**src/rtl/rv_pkg.sv**
```systemverilog
// Shared RV32I encodings and the ID/EX payload type used by the decode stage.
package rv_pkg;

    localparam logic [6:0] OP_R      = 7'b0110011;
    localparam logic [6:0] OP_IMM    = 7'b0010011;
    localparam logic [6:0] OP_LOAD   = 7'b0000011;
    localparam logic [6:0] OP_STORE  = 7'b0100011;
    localparam logic [6:0] OP_BRANCH = 7'b1100011;
    localparam logic [6:0] OP_JAL    = 7'b1101111;
    localparam logic [6:0] OP_JALR   = 7'b1100111;
    localparam logic [6:0] OP_LUI    = 7'b0110111;
    localparam logic [6:0] OP_AUIPC  = 7'b0010111;

    localparam logic [3:0] ALU_ADD   = 4'b0000;
    localparam logic [3:0] ALU_SUB   = 4'b0001;
    localparam logic [3:0] ALU_AND   = 4'b0010;
    localparam logic [3:0] ALU_OR    = 4'b0011;
    localparam logic [3:0] ALU_XOR   = 4'b0100;
    localparam logic [3:0] ALU_SLL   = 4'b0101;
    localparam logic [3:0] ALU_SRL   = 4'b0110;
    localparam logic [3:0] ALU_SRA   = 4'b0111;
    localparam logic [3:0] ALU_SLT   = 4'b1000;
    localparam logic [3:0] ALU_SLTU  = 4'b1001;
    localparam logic [3:0] ALU_PASSB = 4'b1010;

    localparam logic [1:0] RES_ALU = 2'b00;
    localparam logic [1:0] RES_MEM = 2'b01;
    localparam logic [1:0] RES_PC4 = 2'b10;

    localparam logic [31:0] NOP_INSTR = 32'h00000013;

    typedef struct packed {
        logic        regwrite;
        logic        memwrite;
        logic        branch;
        logic        jump;
        logic        jalr;
        logic        alusrca;
        logic        alusrcb;
        logic        illegal;
        logic [1:0]  resultsrc;
        logic [3:0]  aluctrl;
        logic [2:0]  funct3;
        logic [31:0] rd1;
        logic [31:0] rd2;
        logic [31:0] imm;
        logic [31:0] pc;
        logic [31:0] pc4;
        logic [4:0]  rs1;
        logic [4:0]  rs2;
        logic [4:0]  rd;
    } idex_t;

    // alt is instr[30]; callers mask it so ADDI can never turn into SUB.
    function automatic logic [3:0] alu_from_funct3(input logic [2:0] f3, input logic alt);
        logic [3:0] op;
        case (f3)
            3'b000:  op = alt ? ALU_SUB : ALU_ADD;
            3'b001:  op = ALU_SLL;
            3'b010:  op = ALU_SLT;
            3'b011:  op = ALU_SLTU;
            3'b100:  op = ALU_XOR;
            3'b101:  op = alt ? ALU_SRA : ALU_SRL;
            3'b110:  op = ALU_OR;
            3'b111:  op = ALU_AND;
            default: op = ALU_ADD;
        endcase
        return op;
    endfunction

endpackage

```
**src/rtl/regfile.sv**
```systemverilog
// 32x32 register file, two combinational reads, one write; x0 hardwired to zero.
// DECODE_RF_BYPASS_EN: same-cycle write data is forwarded to the read ports.
module regfile (
    input  logic        clk,
    input  logic        rst_n,
    input  logic [4:0]  i_ra1,
    input  logic [4:0]  i_ra2,
    input  logic        i_we,
    input  logic [4:0]  i_wa,
    input  logic [31:0] i_wd,
    output logic [31:0] o_rd1,
    output logic [31:0] o_rd2
);

    logic [31:0] r_mem [32];
    logic [31:0] w_raw1;
    logic [31:0] w_raw2;

    // Storage: whole array clears on reset, x0 is never written.
    always_ff @(posedge clk or negedge rst_n) begin
        if (!rst_n) begin
            for (int i = 0; i < 32; i++) begin
                r_mem[i] <= 32'h0;
            end
        end else if (i_we && (i_wa != 5'd0)) begin
            r_mem[i_wa] <= i_wd;
        end
    end

    assign w_raw1 = (i_ra1 == 5'd0) ? 32'h0 : r_mem[i_ra1];
    assign w_raw2 = (i_ra2 == 5'd0) ? 32'h0 : r_mem[i_ra2];

`ifdef DECODE_RF_BYPASS_EN
    assign o_rd1 = (i_we && (i_wa == i_ra1) && (i_ra1 != 5'd0)) ? i_wd : w_raw1;
    assign o_rd2 = (i_we && (i_wa == i_ra2) && (i_ra2 != 5'd0)) ? i_wd : w_raw2;
`else
    assign o_rd1 = w_raw1;
    assign o_rd2 = w_raw2;
`endif

endmodule

```
**src/rtl/decode_stage.sv**
```systemverilog
// RV32I decode stage: control decode, immediate generation, register read and ID/EX register.
// Same-cycle write/read behaviour is selected by DECODE_RF_BYPASS_EN (see regfile).
module decode_stage
    import rv_pkg::*;
#(
    parameter logic [31:0] RESET_PC_E = 32'd0
) (
    input  logic        clk,
    input  logic        rst_n,
    input  logic [31:0] instrD,
    input  logic [31:0] pcD,
    input  logic [31:0] pc4D,
    input  logic        flushE,
    input  logic        regwriteW,
    input  logic [4:0]  rdW,
    input  logic [31:0] resultW,
    output logic [4:0]  rs1D,
    output logic [4:0]  rs2D,
    output logic        regwriteE,
    output logic        memwriteE,
    output logic        branchE,
    output logic        jumpE,
    output logic        jalrE,
    output logic        alusrcaE,
    output logic        alusrcbE,
    output logic        illegalE,
    output logic [1:0]  resultsrcE,
    output logic [3:0]  aluctrlE,
    output logic [2:0]  funct3E,
    output logic [31:0] rd1E,
    output logic [31:0] rd2E,
    output logic [31:0] immE,
    output logic [31:0] pcE,
    output logic [31:0] pc4E,
    output logic [4:0]  rs1E,
    output logic [4:0]  rs2E,
    output logic [4:0]  rdE
);

    logic [6:0]  w_opcode;
    logic [2:0]  w_funct3;
    logic [31:0] w_imm_i;
    logic [31:0] w_imm_s;
    logic [31:0] w_imm_b;
    logic [31:0] w_imm_j;
    logic [31:0] w_imm_u;
    logic [31:0] w_rd1;
    logic [31:0] w_rd2;
    idex_t       w_next;
    idex_t       w_bubble;
    idex_t       r_idex;

    assign rs1D     = instrD[19:15];
    assign rs2D     = instrD[24:20];
    assign w_opcode = instrD[6:0];
    assign w_funct3 = instrD[14:12];

    assign w_imm_i = {{20{instrD[31]}}, instrD[31:20]};
    assign w_imm_s = {{20{instrD[31]}}, instrD[31:25], instrD[11:7]};
    assign w_imm_b = {{19{instrD[31]}}, instrD[31], instrD[7], instrD[30:25], instrD[11:8], 1'b0};
    assign w_imm_j = {{11{instrD[31]}}, instrD[31], instrD[19:12], instrD[20], instrD[30:21], 1'b0};
    assign w_imm_u = {instrD[31:12], 12'h000};

    regfile u_regfile (
        .clk   (clk),
        .rst_n (rst_n),
        .i_ra1 (rs1D),
        .i_ra2 (rs2D),
        .i_we  (regwriteW),
        .i_wa  (rdW),
        .i_wd  (resultW),
        .o_rd1 (w_rd1),
        .o_rd2 (w_rd2)
    );

    // Bubble value shared by reset and flush.
    always_comb begin
        w_bubble     = '0;
        w_bubble.pc  = RESET_PC_E;
        w_bubble.pc4 = RESET_PC_E;
    end

    // Control decode and immediate selection for the instruction in ID.
    always_comb begin
        w_next         = '0;
        w_next.aluctrl = ALU_ADD;
        w_next.funct3  = w_funct3;
        w_next.rd1     = w_rd1;
        w_next.rd2     = w_rd2;
        w_next.pc      = pcD;
        w_next.pc4     = pc4D;
        w_next.rs1     = rs1D;
        w_next.rs2     = rs2D;
        w_next.rd      = instrD[11:7];
        case (w_opcode)
            OP_R: begin
                w_next.regwrite = 1'b1;
                w_next.aluctrl  = alu_from_funct3(w_funct3, instrD[30]);
            end
            OP_IMM: begin
                w_next.regwrite = 1'b1;
                w_next.alusrcb  = 1'b1;
                w_next.aluctrl  = alu_from_funct3(w_funct3, (w_funct3 == 3'b101) && instrD[30]);
                w_next.imm      = w_imm_i;
            end
            OP_LOAD: begin
                w_next.regwrite  = 1'b1;
                w_next.alusrcb   = 1'b1;
                w_next.resultsrc = RES_MEM;
                w_next.imm       = w_imm_i;
            end
            OP_STORE: begin
                w_next.memwrite = 1'b1;
                w_next.alusrcb  = 1'b1;
                w_next.imm      = w_imm_s;
            end
            OP_BRANCH: begin
                w_next.branch  = 1'b1;
                w_next.aluctrl = ALU_SUB;
                w_next.imm     = w_imm_b;
            end
            OP_JAL: begin
                w_next.jump      = 1'b1;
                w_next.regwrite  = 1'b1;
                w_next.resultsrc = RES_PC4;
                w_next.imm       = w_imm_j;
            end
            OP_JALR: begin
                w_next.jump      = 1'b1;
                w_next.jalr      = 1'b1;
                w_next.regwrite  = 1'b1;
                w_next.resultsrc = RES_PC4;
                w_next.imm       = w_imm_i;
            end
            OP_LUI: begin
                w_next.regwrite = 1'b1;
                w_next.alusrcb  = 1'b1;
                w_next.aluctrl  = ALU_PASSB;
                w_next.imm      = w_imm_u;
            end
            OP_AUIPC: begin
                w_next.regwrite = 1'b1;
                w_next.alusrca  = 1'b1;
                w_next.alusrcb  = 1'b1;
                w_next.imm      = w_imm_u;
            end
            default: begin
                // All-zero word is the IF/ID reset value and must not trap.
                w_next.illegal = (instrD != 32'h0);
            end
        endcase
    end

    // ID/EX pipeline register; flush wins over the current decode.
    always_ff @(posedge clk or negedge rst_n) begin
        if (!rst_n) begin
            r_idex <= w_bubble;
        end else if (flushE) begin
            r_idex <= w_bubble;
        end else begin
            r_idex <= w_next;
        end
    end

    assign regwriteE  = r_idex.regwrite;
    assign memwriteE  = r_idex.memwrite;
    assign branchE    = r_idex.branch;
    assign jumpE      = r_idex.jump;
    assign jalrE      = r_idex.jalr;
    assign alusrcaE   = r_idex.alusrca;
    assign alusrcbE   = r_idex.alusrcb;
    assign illegalE   = r_idex.illegal;
    assign resultsrcE = r_idex.resultsrc;
    assign aluctrlE   = r_idex.aluctrl;
    assign funct3E    = r_idex.funct3;
    assign rd1E       = r_idex.rd1;
    assign rd2E       = r_idex.rd2;
    assign immE       = r_idex.imm;
    assign pcE        = r_idex.pc;
    assign pc4E       = r_idex.pc4;
    assign rs1E       = r_idex.rs1;
    assign rs2E       = r_idex.rs2;
    assign rdE        = r_idex.rd;

endmodule

```
**config.mk**
```make
export PLATFORM = sky130hd
export DESIGN_NAME = decode_stage
export DESIGN_NICKNAME = d
export VERILOG_FILES = /design/src/rtl/rv_pkg.sv /design/src/rtl/regfile.sv /design/src/rtl/decode_stage.sv
export SDC_FILE = /design/constraint.sdc
export NUM_CORES = 2
export LEC_CHECK = 0
export BUFFER_PORTS_ARGS = -buffer_cell sky130_fd_sc_hd__buf_2
export CORE_MARGIN = 5
export CORE_UTILIZATION = 40
export DETAILED_ROUTE_END_ITERATION = 8
export HOLD_SLACK_MARGIN = 0.12
export PLACE_DENSITY_LB_ADDON = 0.2
export SYNTH_ARGS = -nofsm -noshare
export SYNTH_HDL_FRONTEND = slang
export SYNTH_SLANG_ARGS = --single-unit
```
**constraint.sdc**
```tcl
create_clock -name clk -period 1.5 [get_ports clk]
set_input_delay 0.15 -clock clk [delete_from_list [all_inputs] [get_ports clk]]
set_output_delay 0.15 -clock clk [all_outputs]
set_load 0.02 [all_outputs]
```
# Word level (Yosys, flattened, before mapping)
# Cells that the tools add are included.
[word_totals] register_bits=1216 inputBits=137
[op_classes] order_cmp=4 n_eq_ne=16 muxes=29 n_bitwise=3 n_reduce_logical=14
[ops] operator="bitwise mux 1024 bit" n=1
[ops] operator="binary-select mux 32 bit (select 5 bit)" n=2
[ops] operator="two-way mux 32 bit" n=7
[ops] operator="two-way mux 192 bit" n=1
[ops] operator="demux 32 bit (select 5 bit)" n=1
[ops] operator="case mux 32 bit (5 select lines)" n=1
[ops] operator="case mux 4 bit (8 select lines)" n=2
[ops] operator="nonzero test 32 bit" n=1
[ops] operator="== test 7 x 6 -> 1 bit, second input constant" n=3
[ops] operator="== test 7 bit, second input constant" n=3
[ops] operator="greater-or-equal comparator 6 bit, second input constant" n=3
[ops] operator="NOT 5 -> 6 bit" n=3
[ops] operator="case mux 4 bit (4 select lines)" n=1
[ops] operator="== test 7 x 5 -> 1 bit, second input constant" n=2
[ops] operator="== test 3 bit, second input constant" n=4
[ops] operator="two-way mux 1 bit" n=12
[ops] operator="logical NOT 5 bit" n=2
[ops] operator="OR reduction 9 bit" n=1
[ops] operator="== test 7 x 2 -> 1 bit, second input constant" n=1
[ops] operator="OR reduction 7 bit" n=1
[ops] operator="== test 3 x 2 -> 1 bit, second input constant" n=2
[ops] operator="less-than comparator 6 x 1 -> 1 bit, second input constant" n=1
[ops] operator="nonzero test 5 bit" n=1
[ops] operator="OR reduction 5 bit" n=1
[ops] operator="6 further kinds" n=9

# Logic depth before layout (Yosys ltp)
[depth] ltp_word=6 ltp_mapped=8 ltp_nobuf=4

# By module
# Synthesis repeated with hierarchy kept, for this count alone.
[hier_totals] hier_cells=4134 hier_area_um2=61114.9
[by_module_without_submodules] module="regfile" n_inst=1 cells_each=3619 area_each_um2=54382.2 seq_area_each_um2=25624.6
[by_module_without_submodules] module="decode_stage" n_inst=1 cells_each=515 area_each_um2=6732.7 seq_area_each_um2=4779.6

# Least setup slack after synthesis
# Ideal clock, no wire load.
[synth_path] path_type="input port to flip-flop" startpoint="in instrD[17]" endpoint="reg r_idex, in the netlist rd1E[10]" setup_ns=0.126 t_arrival_ns=1.566 t_required_ns=1.374 setup_slack_ns=-0.192 path_stages=7 n_path_buf=3 path_cell_list="buf_2 > buf_4 > clkbuf_1 > mux4_2 > mux2i_1 > nor2_1 > o311a_1"
[synth_via] elab_chain_cells=6
[synth_lines] item="start: declaration" line_no="decode_stage.sv:10" rtl="input logic [31:0] instrD,"
[synth_lines] item="NOT 5 -> 6 bit (not written as such)" line_no="regfile.sv:30" rtl="assign w_raw1 = (i_ra1 == 5'd0) ? 32'h0 : r_mem[i_ra1];"
[synth_lines] item="binary-select mux 32 bit (select 5 bit)" line_no="regfile.sv:30"
[synth_lines] item="two-way mux 32 bit (not written as such) (2 in a row)" line_no="regfile.sv:30"
[synth_lines] item="two-way mux 32 bit *" line_no="regfile.sv:30"
[synth_lines] item="two-way mux 192 bit *" line_no="decode_stage.sv:158" rtl="end else if (flushE) begin"
[synth_lines] item="end signal: assignment" line_no="decode_stage.sv:157" rtl="r_idex <= w_bubble;"
[synth_lines] item="end signal: assignment" line_no="decode_stage.sv:159" rtl="r_idex <= w_bubble;"
[synth_lines] item="end signal: assignment" line_no="decode_stage.sv:161" rtl="r_idex <= w_next;"
[synth_lines] item="end: declaration" line_no="decode_stage.sv:51" rtl="idex_t r_idex;"
# Mark *: on every way between the ends. The rest lies on a longest branch, timed or not. The select of a mux whose other input is x is not followed.
# A chain may end at the register's enable or synchronous reset.

# Worst setup path after layout
[layout_path] startpoint="reg u_regfile.r_mem[824] (netlist bit)" endpoint="reg r_idex, in the netlist rd1E[24]"
[layout_via] elab_chain_cells=5
[layout_lines] item="start: declaration" line_no="regfile.sv:15" rtl="logic [31:0] r_mem [32];"
[layout_lines] item="start signal: indexed assignment" line_no="regfile.sv:26" rtl="r_mem[i_wa] <= i_wd;"
[layout_lines] item="binary-select mux 32 bit (select 5 bit)" line_no="regfile.sv:30"
[layout_lines] item="two-way mux 32 bit (not written as such) (2 in a row)" line_no="regfile.sv:30"
[layout_lines] item="two-way mux 32 bit" line_no="regfile.sv:30"
[layout_lines] item="two-way mux 192 bit" line_no="decode_stage.sv:158"
# Every way passes these cells. The select of a mux whose other input is x is not followed.

==> impl_metrics.py <==
metrics = {
    "synthesis": {
        "syn_avg_cell_area_sq_um": 14.9,
        "postSynthCellCount": 4080,
        "synth_top_cells_by_area": "dfrtp_1 (50%), mux2_2 (20%), mux4_2 (15%)",
        "synthFlopType": "dfrtp_1",
        "synth-async-reset-ratio_pct": 100,
        "ys_seq_area_share_pct": 49.9,
        "synth_edf_count": 0,
        "yosysWarnings": 0,
        "ys_ff_latch": 1215,
        "synth_cell_types": 54,
        "yosysTopAreaCell": "dfrtp_1",
        "syn_area_sq_mm": 0.0609,
        "synth_top_area_share_pct": 49.9,
        "synth_nets": 4217,
    },
    "worst_setup_path": {
        "worstPathMaxFanout": 3,
        "worst_ep_required_time_ns": 2.14,
        "cp.arrival_ns": 2.29,
        "cp_slowest_cell": "mux4_2",
        "critical_path_class": "reg -> reg",
        "path_delay_family": "multiplexers",
        "crit_chain": "mux4_2, mux2i_2, nor2_1, o311a_1",
        "r2r-start": "u_regfile.r_mem[824]",
        "crit_buf_inv": 0,
        "end_kind": "register",
        "startpoint": "u_regfile.r_mem[824]",
        "cp-start-kind": "register",
        "slowest_delay_ns": 0.49,
    },
    "flow_run": {
        "maxCapViolCount": 0,
    },
    "route": {
        "totalWireLength_um": 212000,
        "dr.pass1.iters": 7,
        "ant_nets": 0,
        "vias": 41843,
        "wl_per_cell_um": 29.5,
        "via_per_inst": 5.81,
        "drt-met1-wl_um": 92600,
        "wl_met2_um": 101000,
        "route.met3.wl_um": 11800,
        "drt_iter0_drc": 3399,
        "drc": 0,
        "topRoutingLayerUsed": "met4",
    },
    "timing": {
        "tightest_slew_ns": 0.834,
        "whs_ns": -0.0407,
        "finClkSkew_ns": 0.0241,
        "finalWorstSetupSlack_ns": -0.149,
        "final-setup-viol-count": 64,
        "relSlewSlack_pct": 44.2,
        "clock.fmax_mhz": 606,
        "hold_viol_final": 3,
        "min_period_ns": 1.65,
        "slew_violations": 0,
        "fin_crit_sh_pct": 110,
        "grt_setup_unrepaired": "yes",
    },
    "power_and_ir_drop": {
        "p_sw_share_pct": 27.1,
        "power_switching_uw": 27000,
        "p_clk_share_pct": 35.7,
        "power_frac_seq_pct": 42.8,
        "ir_drop_v": 0.00122,
        "pwr-share-comb_pct": 21.5,
        "intPower_uw": 72500,
        "p_leak_uw": 0.0357,
        "p_total_uw": 99500,
        "power_density_mw_per_mm2": 1240,
    },
    "die": {
        "die_w_um": 400,
        "core.rowCount": 143,
        "start_util_pct": 40.2,
        "fp.coreArea_sq_mm": 0.152,
        "die_h_um": 400,
        "ios": 339,
        "die_area_sq_mm": 0.160,
    },
    "clock_tree": {
        "cts_tree": "built",
        "cts-buffers-inserted": 140,
        "clk_latency_ns": 0.79,
        "root_buffer": "clkbuf_16",
        "cts.sinks": 1215,
        "cts.clk_slew.worst_paths_ns": 0.06,
        "cts_max_level": 4,
        "clockBufferDepth": 3,
    },
    "global_routing": {
        "antenna_found_initial": 4,
        "grt-ovfl-total": 0,
        "grt_use_total_pct": 26.2,
        "grt_pass1_vias": 44583,
        "grt_pass1_wl_um": 314000,
        "grt_max_degree": 88,
    },
    "hold_path": {
        "hold_start": "instrD[3]",
        "hp-class": "in -> reg",
    },
    "finish": {
        "fin_cells": 7201,
        "layout.cells.most_common": "dfrtp_1",
        "fin_nets": 5200,
        "layout-drive-gt1-share_pct": 56.2,
        "final_cell_mix": "dfrtp_1 (1199), mux2_2 (1072), buf_4 (485)",
        "area_delta_synth_final_pct": 31.4,
    },
    "outcome": {
        "status": "complete, but fails checks",
        "violations": "negative hold slack, negative setup slack",
    },
    "placement": {
        "hpwl_um": 137000,
        "dp_cells": 6641,
        "place.gp.congestion": 0.827,
        "numPortBuffers": 338,
    },
}
## registers in the layout (all words and copies together), names as in the netlist, 5 cells and up
register / count
u_regfile.r_mem: 1024
immE: 32
pc4E: 32
pcE: 32
rd1E: 32
rd2E: 32
rdE: 5
rs1E: 5
rs2E: 5
## path summary, 6_finish.rpt
check / slack [ns] / to / cells after the start
max in group asynchronous: 0.09 / rd1E[16] / 6
hold reg to reg: 0.39 / u_regfile.r_mem[999] / 0
hold / removal: -0.04 / immE[26] / 6
min in group asynchronous: 0.57 / immE[4] / 4
setup / recovery: -0.15 / rd1E[24] / 4
setup reg to reg: -0.15 / rd1E[24] / 4
## worst register-to-register path: stages, from the launching register on
cell and delay, ns:
dfrtp_1 0.41, mux4_2 0.49, mux2i_2 0.22, nor2_1 0.06
o311a_1 0.35
## cell families after synthesis
logic type	count (synthesis)	share of synthesized area, %
buffers and inverters	458	3.79
flip-flops	1215	49.9
multiplexers	1730	39.3
AO/OA/AOI/OAI	307	3.78
AND/OR/NAND/NOR	370	3.25
## stage by stage
step | setup TNS, ns | instance area [sq um] | hold WS [ns] | util [%] | setup WS [ns]
after CTS | -7.16 | 79600 | -0.0515 | 52.5 | -0.125
after floorplan | -0.675 | 61300 | -0.146 | - | -0.0256
final | -2.44 | 80100 | -0.0407 | 52.8 | -0.149
after global placement | -307.82 | 70400 | 0.0405 | 46.4 | -0.716
after detailed placement | -307.05 | 70400 | 0.0389 | 46.4 | -0.704
after global routing | -6.82 | 80100 | -0.0192 | 52.8 | -0.192
## area by class of cell
type | instances | area [sq um]
Antenna cell | 3 | 7.51
Clock buffer | 195 | 4100
Clock inverter | 52 | 684
Fill cell | 12471 | 71600
Inverter | 5 | 18.8
Multi-Input combinational cell | 2407 | 29000
Sequential cell | 1215 | 30400
Tap cell | 2030 | 2540
Timing Repair Buffer | 1294 | 13300
## synth_stat cells (6+ instances only)
cell      count
o21ai_0      44
nand4_1      32
nor2_1       60
mux2_1       17
nor4_1        8
buf_6        17
a211oi_1     32
buf_4        64
nand2_1      66
nand3b_1      6
a21oi_1      26
mux2_2     1072
nor2b_1     116
buf_1        10
dfrtp_1    1215
o22ai_1      33
and2_1        7
mux4_2      405
clkbuf_1    213
mux4_1       12
o311a_1      31
o221ai_1     32
o22a_1       63
mux2i_1     224
buf_2       143
a22oi_1      36
nor3_1       40
nand2b_1      6
## repair_timing
action	in CTS	in global routing
setup endpoints to repair	235	232
hold buffers	270	5
pin swaps	52	40
gates resized for setup	443	78
cloned	0	3
hold endpoints to repair	2369	12
setup buffers	27	11
## power by group through the flow
stage | Clock [uW] | Sequential [uW] | Combinational, uW
4_1_cts | 36200 | 42400 | 21000
3_5_place_dp | 0 | 42900 | 19400
6_report | 35500 | 42600 | 21400
3_3_place_gp | 0 | 42800 | 19000
2_1_floorplan | 0 | 41800 | 12700
5_1_grt | 37400 | 43200 | 22900
## routing by layer
layer	vias up	track usage (%)
li1	17478	-
met1	22677	36.3
met2	1355	42.4
met3	333	4.65
met4	0	7.75
met5	-	0
Power figures use the tool's default switching activity.
